===== config.mk =====
export PLATFORM = sky130hd
export DESIGN_NAME = timer_arbiter
export DESIGN_NICKNAME = d
export VERILOG_FILES = /design/src/rtl/timer_arbiter.sv
export SDC_FILE = /design/constraint.sdc
export NUM_CORES = 1
export LEC_CHECK = 0
export CORE_MARGIN = 2
export CORE_UTILIZATION = 43
export CTS_CLUSTER_DIAMETER = 40
export CTS_CLUSTER_SIZE = 40
export DETAILED_ROUTE_END_ITERATION = 8
export DONT_BUFFER_PORTS = 1
export GPL_TIMING_DRIVEN = 0
export MAX_ROUTING_LAYER = met4
export SYNTH_ARGS = -nofsm -noshare
export SYNTH_HDL_FRONTEND = slang
export SYNTH_SLANG_ARGS = --single-unit

===== constraint.sdc =====
create_clock -name clk -period 2.8 [get_ports clk]
set_clock_uncertainty 0.05 [all_clocks]
set_input_delay 0.56 -clock clk [delete_from_list [all_inputs] [get_ports clk]]
set_output_delay 0.56 -clock clk [all_outputs]
set_load 0.01 [all_outputs]

===== src/rtl/timer_arbiter.sv =====
// Shared delay counter granted round-robin to NREQ requesters; the owner gets a
// one-cycle done pulse once its latched duration has elapsed.
module timer_arbiter #(
    parameter int unsigned NREQ = 4,
    parameter int unsigned CW   = 32
) (
    input  logic                 clk,
    input  logic                 rst_n,
    input  logic [NREQ-1:0]      req,
    input  logic [NREQ*CW-1:0]   req_dur,
    output logic [NREQ-1:0]      gnt,
    output logic [NREQ-1:0]      done,
    output logic                 busy,
    output logic [CW-1:0]        owner_cnt
);

    localparam int unsigned IW = (NREQ > 1) ? $clog2(NREQ) : 1;

    typedef enum logic [1:0] {StIdle, StRun, StDone} state_e;

    state_e          state_q, state_d;
    logic [NREQ-1:0] gnt_q, gnt_d;
    logic [NREQ-1:0] done_q, done_d;
    logic            busy_q, busy_d;
    logic [CW-1:0]   cnt_q, cnt_d;
    logic [CW-1:0]   dur_q, dur_d;
    logic [IW-1:0]   last_q, last_d;
    logic [IW-1:0]   own_q, own_d;

    logic            found;
    logic [IW-1:0]   pick;
    logic [IW-1:0]   cand;

    // Round-robin search starting just after the last granted index.
    always_comb begin
        found = 1'b0;
        pick  = last_q;
        cand  = last_q;
        for (int unsigned k = 1; k <= NREQ; k++) begin
            cand = IW'((32'(last_q) + k) % NREQ);
            if (!found && req[cand]) begin
                found = 1'b1;
                pick  = cand;
            end
        end
    end

    always_comb begin
        state_d = state_q;
        gnt_d   = gnt_q;
        done_d  = '0;
        busy_d  = busy_q;
        cnt_d   = cnt_q;
        dur_d   = dur_q;
        last_d  = last_q;
        own_d   = own_q;
        unique case (state_q)
            StIdle: begin
                if (found) begin
                    state_d = StRun;
                    own_d   = pick;
                    last_d  = pick;
                    dur_d   = req_dur[pick*CW +: CW];
                    cnt_d   = '0;
                    gnt_d   = NREQ'(1) << pick;
                    busy_d  = 1'b1;
                end
            end
            StRun: begin
                // Abort wins over the compare.
                if (!req[own_q]) begin
                    state_d = StIdle;
                    gnt_d   = '0;
                    busy_d  = 1'b0;
                end else if (cnt_q == dur_q) begin
                    state_d = StDone;
                    done_d  = gnt_q;
                end else begin
                    cnt_d = cnt_q + CW'(1);
                end
            end
            StDone: begin
                state_d = StIdle;
                gnt_d   = '0;
                busy_d  = 1'b0;
            end
            default: begin
                state_d = StIdle;
                gnt_d   = '0;
                busy_d  = 1'b0;
            end
        endcase
    end

    always_ff @(posedge clk or negedge rst_n) begin
        if (!rst_n) begin
            state_q <= StIdle;
            gnt_q   <= '0;
            done_q  <= '0;
            busy_q  <= 1'b0;
            cnt_q   <= '0;
            dur_q   <= '0;
            last_q  <= IW'(NREQ - 1);
            own_q   <= '0;
        end else begin
            state_q <= state_d;
            gnt_q   <= gnt_d;
            done_q  <= done_d;
            busy_q  <= busy_d;
            cnt_q   <= cnt_d;
            dur_q   <= dur_d;
            last_q  <= last_d;
            own_q   <= own_d;
        end
    end

    assign gnt       = gnt_q;
    assign done      = done_q;
    assign busy      = busy_q;
    assign owner_cnt = cnt_q;

endmodule

==> results of run 1 <==
==> worst max-delay path: stages, from the launching register on <==
cell	delay, ns
dfrtp_2	0.45
buf_2	0.19
xnor2_1	0.15
nand4_1	0.15
or4_4	0.57
o31ai_4	0.31
buf_12	0.17
buf_6	0.14
buf_6	0.17
o31ai_1	0.09
a21oi_1	0.15
==> placed cells by master, fill, tap and decap left out, drive strengths merged, types with 16 or more instances in the layout <==
| master | count |
|---|---|
| a21oi | 32 |
| or4 | 16 |
| dfrtp | 77 |
| o31ai | 17 |
| nand4 | 19 |
| xor2 | 16 |
| mux2 | 32 |
| o21ai | 18 |
| mux4 | 33 |
| or3 | 17 |
| nand2 | 23 |
| clkbuf | 26 |
| xnor2 | 16 |
==> logic make-up after synthesis <==
| kind of cell | Yosys count | share of synthesized area [%] |
|---|---|---|
| xor+xnor | 32 | 5.86 |
| fa+ha+maj | 1 | 0.262 |
| simple gates | 131 | 15.9 |
| flops | 79 | 41.4 |
| mux | 66 | 23.3 |
| buf+inv | 35 | 3.80 |
| compound gates | 74 | 9.50 |
==> metrics by stage <==
step	setup slack [ns]	hold WS (ns)	cells	util, %
finish	0.141	0.0320	576	48.4
global route	-0.0264	0.0620	576	48.4
CTS	0.0233	0.0597	575	48.0
detailed placement	-0.0566	0.217	558	45.7
global placement	-0.0358	0.217	558	45.7
floorplan	0.306	0.214	418	-
==> report_power, final <==
group          switching (mW)  internal [mW]
Clock                   0.424          0.525
Combinational            1.09           1.21
Sequential              0.316           1.49
Total                    1.83           3.23
==> final timing paths <==
kind | start | to | slack [ns] | cells past startpoint
setup / recovery | owner_cnt[3]$_DFFE_PN0P_ | owner_cnt[28]$_DFFE_PN0P_ | 0.14 | 10
hold / removal | rst_n | owner_cnt[27]$_DFFE_PN0P_ | 0.03 | 1
setup reg to reg | owner_cnt[3]$_DFFE_PN0P_ | owner_cnt[28]$_DFFE_PN0P_ | 0.14 | 10
hold reg to reg | own_q[1]$_DFFE_PN0P_ | own_q[1]$_DFFE_PN0P_ | 0.45 | 1
max in group asynchronous | rst_n | last_q[0]$_DFFE_PN1P_ | 2.31 | 1
min in group clk | own_q[1]$_DFFE_PN0P_ | own_q[1]$_DFFE_PN0P_ | 0.45 | 1
==> flip-flops by register name, summed over array words and instances, names as in the netlist <==
signal     count
done           4
own_q          2
state_q        2
dur_q         32
last_q         2
owner_cnt     32
gnt            4
busy           1
==> routing by layer <==
layer	global-route usage (%)	part of all wire (%)	vias to the layer above
met5	-	0	-
met4	6.51	1.6	0
met3	5.69	9.3	17
met2	38.1	49	180
met1	31.7	40	1818
li1	-	-	1638
==> layout make-up <==
class	count	share of cell area [%]
Clock buffer	12	2.77
Clock inverter	4	1.33
Sequential cell	79	37.7
Inverter	8	0.572
Multi-Input combinational cell	304	50.4
Timing Repair Buffer	2	0.906
Buffer	27	2.96
Tap cell	140	3.34
==> timing repair <==
action	in CTS	in global routing
resized for setup	2	8
hold buffers	1	0
endpoints found under the hold margin	79	0
setup endpoints to repair	26	50
buffers inserted	0	1
pin swaps	0	1
==> key figures, run 1 <==
STA
  • Max Freq: 376 MHz
  • # setup viols final: 0
  • Slew HR: 52.5%
  • Post-layout min period: about 2.7 ns
  • Setup tns final: 0 ns
  • RSZ-0062 raised after global routing: true
  • Least-Margin Pin Slew: approximately 0.71 ns
  • Hold Fails Final Rpt: 0
  • Crit share post-route: between 90% and 100%
  • Final Max Slew Viols: 0

CTS
  • Worst-path clk slew: about 0.08 ns
  • Clock tree buffer depth: 2
  • Worst-Skew Late Latency: 0.36 ns
  • Inserted Clock Buffers: 9
  • CTS H-tree lvls: 3
  • Clk root buf: clkbuf_8
  • Clk sink count: 79
  • CTS tree: done

Place
  • RD Place Congestion: 0.850
  • Post-DP HPWL: 10.3 mm
  • Port Buffers: 0
  • Post-DP Area: roughly 0.0050 sq mm

Routing
  • Vias: approximately 3700
  • Initial DRC Count: 268
  • First-pass DRT Iterations: 4
  • Final ANT Viol Nets: 0
  • Vias per cell: 6.34
  • Detailed Route WL: 13.5 mm
  • Routed len/inst: approximately 24 um
  • DRC Markers: 0

Power and ir drop
  • Leakage power: 1.97 nW
  • Cell Pwr Density: between 900 and 1000 mW/mm^2
  • Worst VDD drop: 429 uV
  • Total power: 5.05 mW

Setup path
  • Critical path class: register to register
  • CP Launch Type: register
  • Arrival time worst endpoint: 2.89 ns
  • WP data required: a little over 3 ns
  • Crit-path max FO: 10
  • Crit. End Element: register

Logic synthesis
  • Syn_nets: 553
  • Most frequent cell after synthesis: dfrtp_1
  • Largest area contributor in the netlist: dfrtp_1
  • Avg Inst Size Synth: around 11 sq um
  • Synth unique cells: 41
  • Synth top area cells: dfrtp_1 40%, mux4_2 16%, mux2_2 7.5%
  • Synth warn: 0
  • Cells after synthesis: 418
  • Yosys reg bits: 79
  • FFs w/ async S/R, synth: 100%
  • Synth cell count leaders: 77 x dfrtp_1, 33 x mux4_2, 32 x a21oi_1, 32 x mux2_2, 23 x nand2_1
  • Number of synthesized flops with an enable pin: 0
  • Share of the synthesized area in the top cell type: approximately two fifths
  • Sequential fraction of the synthesis area: 41.4%
  • Synth Flop Type: dfrtp_1
  • Cell area after synthesis: 0.00478 sq mm

Die
  • Die Width: 109 um
  • Initial Util: around 44%
  • Die Area: 0.0120 sq mm
  • Number of top-level pins: between 150 and 200
  • Area of the core: between 0.01 and 0.015 sq mm
  • Site row count: 38
  • Die Ht: 109 um

Final layout
  • Fill count: 1017
  • Final Instance Area: about 0.0052 sq mm
  • Antenna diodes: 0
  • Sequential Area: roughly 0.002 sq mm
  • Area of the multi-input gates: about 0.0026 sq mm
  • Layout area overhead: 9.82%
  • Final #Nets: ~570
  • Layout cells sized above 1: 24.1%

Global routing
  • Initial antenna violation count: 0
  • Grt ovf: 0
  • Largest net degree at the start of global routing: 80
  • First-pass GRT wire length: slightly above 20 mm
  • Vias in the first global route: 3641
  • GRT Overall Usage: between 20 and 25%

Run status
  • Status: finished clean

Worst hold path
  • Hold Crit Class: input port to asynchronous set/reset pin

Flow run
  • MaxCap Viol Count: 0
Note: power is estimated with default switching activity, not from simulation.
==> inputs of run 2 (changes only) <==
- CORE_UTILIZATION: 43 -> 55
- PLACE_DENSITY: unset -> 0.7
==> run 2 against run 1 <==
Against the previous run: final cell count down 4.0%; total power is 5.3% higher; via count grew 1.1%; routed wire length fell by 2.1%; register-to-register slack got worse by 0.02 ns; critical path type unchanged; critical endpoint is now owner_cnt[9]$_DFFE_PN0P_.
==> key figures, run 2 (synthesis results as in run 1) <==
STA
  • Crit share post-route: 95.5%
  • Final worst slack: approximately 0.13 ns
  • Post-layout min period: 2.67 ns
  • Hold slack: between 0.02 and 0.025 ns
  • Final Max Slew Viols: 0
  • Slew HR: 48.3%
  • RSZ-0062 raised after global routing: false
  • Least-Margin Pin Slew: 0.769 ns
  • Max Freq: 374 MHz
  • # setup viols final: 0
  • Hold Fails Final Rpt: 0

CTS
  • Clk root buf: clkbuf_8
  • Inserted Clock Buffers: 9
  • Worst-Skew Late Latency: 0.37 ns
  • CTS H-tree lvls: 3
  • Clock tree buffer depth: 2
  • Clk sink count: 79
  • Worst-path clk slew: about 0.090 ns
  • CTS tree: done

Global routing
  • GRT Overall Usage: 29.2%
  • First-pass GRT wire length: 20.7 mm
  • Initial antenna violation count: 0
  • Vias in the first global route: 3781
  • Grt ovf: 0
  • Largest net degree at the start of global routing: 80

Power and ir drop
  • Sequential power share: between 30% and 40%
  • P_int: 3.44 mW
  • Cell Pwr Density: 1000 mW/mm^2
  • P_sw: 1.89 mW
  • Worst VDD drop: 731 uV
  • Leakage power: 2.03 nW
  • Switching fraction of total power: 35.4%
  • Combinational share of power: 44.6%
  • Clock power share: 21.3%

Setup path
  • CP Launch Type: register
  • WP data required: a little over 3 ns
  • Arrival time worst endpoint: slightly below 3 ns
  • Crit. End Element: register
  • Crit path max-delay family: simple AND/OR/NAND/NOR gates
  • Crit path buffers/inverters: 3
  • Crit path cell chain: buf_2 -> xnor2_1 -> nand4_1 -> or4_4 -> o31ai_4 -> buf_6 -> buf_6 -> o31ai_1 -> a21oi_1
  • Worst path max stage delay: 0.56 ns
  • Critical path class: register to register
  • CP most frequent cell: buf_6
  • Slowest CP cell: or4_4
  • Crit-path max FO: 10

Routing
  • Final ANT Viol Nets: 0
  • Initial DRC Count: 242
  • Vias: 3692
  • First-pass DRT Iterations: 5
  • DRC Markers: 0
  • Vias per cell: 6.68
  • Detailed Route WL: roughly 13 mm
  • Routed len/inst: ~24 um

Die
  • Die Area: around 0.0095 sq mm
  • Site row count: 34
  • Die Ht: 97.2 um
  • Initial Util: 55.6%
  • Die Width: a little under 100 um
  • Number of top-level pins: 175
  • Area of the core: 0.00859 sq mm

Place
  • RD Place Congestion: 0.916
  • Worst slack at placement: -0.0292 ns
  • Post-DP Area: 0.00491 sq mm
  • Port Buffers: 0
  • Post-DP HPWL: 10.1 mm

Final layout
  • Final Util: 61.7%
  • Layout area overhead: 10.9%
  • Area of the multi-input gates: 0.00263 sq mm
  • Final #Nets: ~570
  • Sequential Area: roughly 0.0020 sq mm
  • Commonest cells after routing, fill and taps aside: 77 x dfrtp_1, 33 x mux4_2, 32 x mux2_2
  • Layout cells sized above 1: 25.5%
  • Leading cell type in the layout, fill and taps excluded: dfrtp_1
  • Final Instance Area: 0.00530 sq mm
  • Fill count: 706

Flow run
  • MaxCap Viol Count: 0

Worst hold path
  • Hold Crit Class: input port to asynchronous set/reset pin

Run status
  • Status: finished clean
==> run 2: changes by cell type in the layout (fill, tap and decap cells not counted), sizes merged <==
cell and delta:
diode +1, buf +7, bufinv +2, inv +2, clkinv -1, clkbuf -2
==> run 2: final timing paths <==
kind	start	end	slack, ns	depth (start not counted)
max in group asynchronous	rst_n	last_q[0]$_DFFE_PN1P_	2.32	1
setup reg to reg	owner_cnt[3]$_DFFE_PN0P_	owner_cnt[9]$_DFFE_PN0P_	0.13	9
hold reg to reg	own_q[1]$_DFFE_PN0P_	own_q[1]$_DFFE_PN0P_	0.47	1
hold / removal	rst_n	done[3]$_DFF_PN0_	0.02	1
min in group clk	own_q[1]$_DFFE_PN0P_	own_q[1]$_DFFE_PN0P_	0.47	1
setup / recovery	owner_cnt[3]$_DFFE_PN0P_	owner_cnt[9]$_DFFE_PN0P_	0.13	9
==> run 2: per-stage QoR <==
step,total power [mW],TNS (ns),instances
6_report,5.32,0,553
5_1_grt,5.62,0,552
4_1_cts,5.23,0,543
3_5_place_dp,4.06,-0.105,526
3_3_place_gp,3.99,0,526
2_1_floorplan,3.55,0,418
==> run 2: routing by layer <==
layer | wire (um) | part of all wire [%] | GRT usage (%)
met5 | 0 | 0 | -
met4 | 235 | 1.8 | 9.83
met3 | 955 | 7.2 | 5.90
met1 | 5420 | 41 | 38.1
met2 | 6650 | 50 | 46.5
==> run 2: power by group through the flow <==
stage / Sequential [mW] / Combinational (mW) / Clock [mW]
CTS: 1.81 / 2.27 / 1.15
detailed placement: 1.83 / 2.22 / 0
floorplan: 1.74 / 1.82 / 0
finish: 1.81 / 2.37 / 1.14
global placement: 1.82 / 2.17 / 0
global route: 1.86 / 2.57 / 1.19
==> run 2: final cells by class <==
| cell class | count | area share, % |
|---|---|---|
| multi-input cells | 304 | 49.7 |
| well taps | 108 | 2.55 |
| diodes | 1 | 0.0472 |
| flip-flops and latches | 79 | 37.4 |
| repair buffers | 10 | 1.79 |
| plain buffers | 27 | 2.95 |
| clock buffers | 9 | 2.34 |
| clock inverters | 7 | 2.69 |
| inverters | 8 | 0.567 |
==> run 2: repair_timing <==
item                                    in CTS  in global routing
resized for setup                            2                  6
endpoints found under the setup margin      14                 36
pin swaps                                    0                  1
hold buffers                                 1                  0
buffers inserted                             0                  9
endpoints found under the hold margin       79                  0
==> run 2: worst reg2reg max path, delay by kind of cell, from the launching register on <==
| family | cells | cell delay (ns) |
|---|---|---|
| AOI/OAI and AO/OA | 3 | 0.68 |
| buffers and inverters | 3 | 0.60 |
| DFF | 1 | 0.42 |
| and+or+nand+nor | 2 | 0.71 |
| xor gates and xnor gates | 1 | 0.14 |
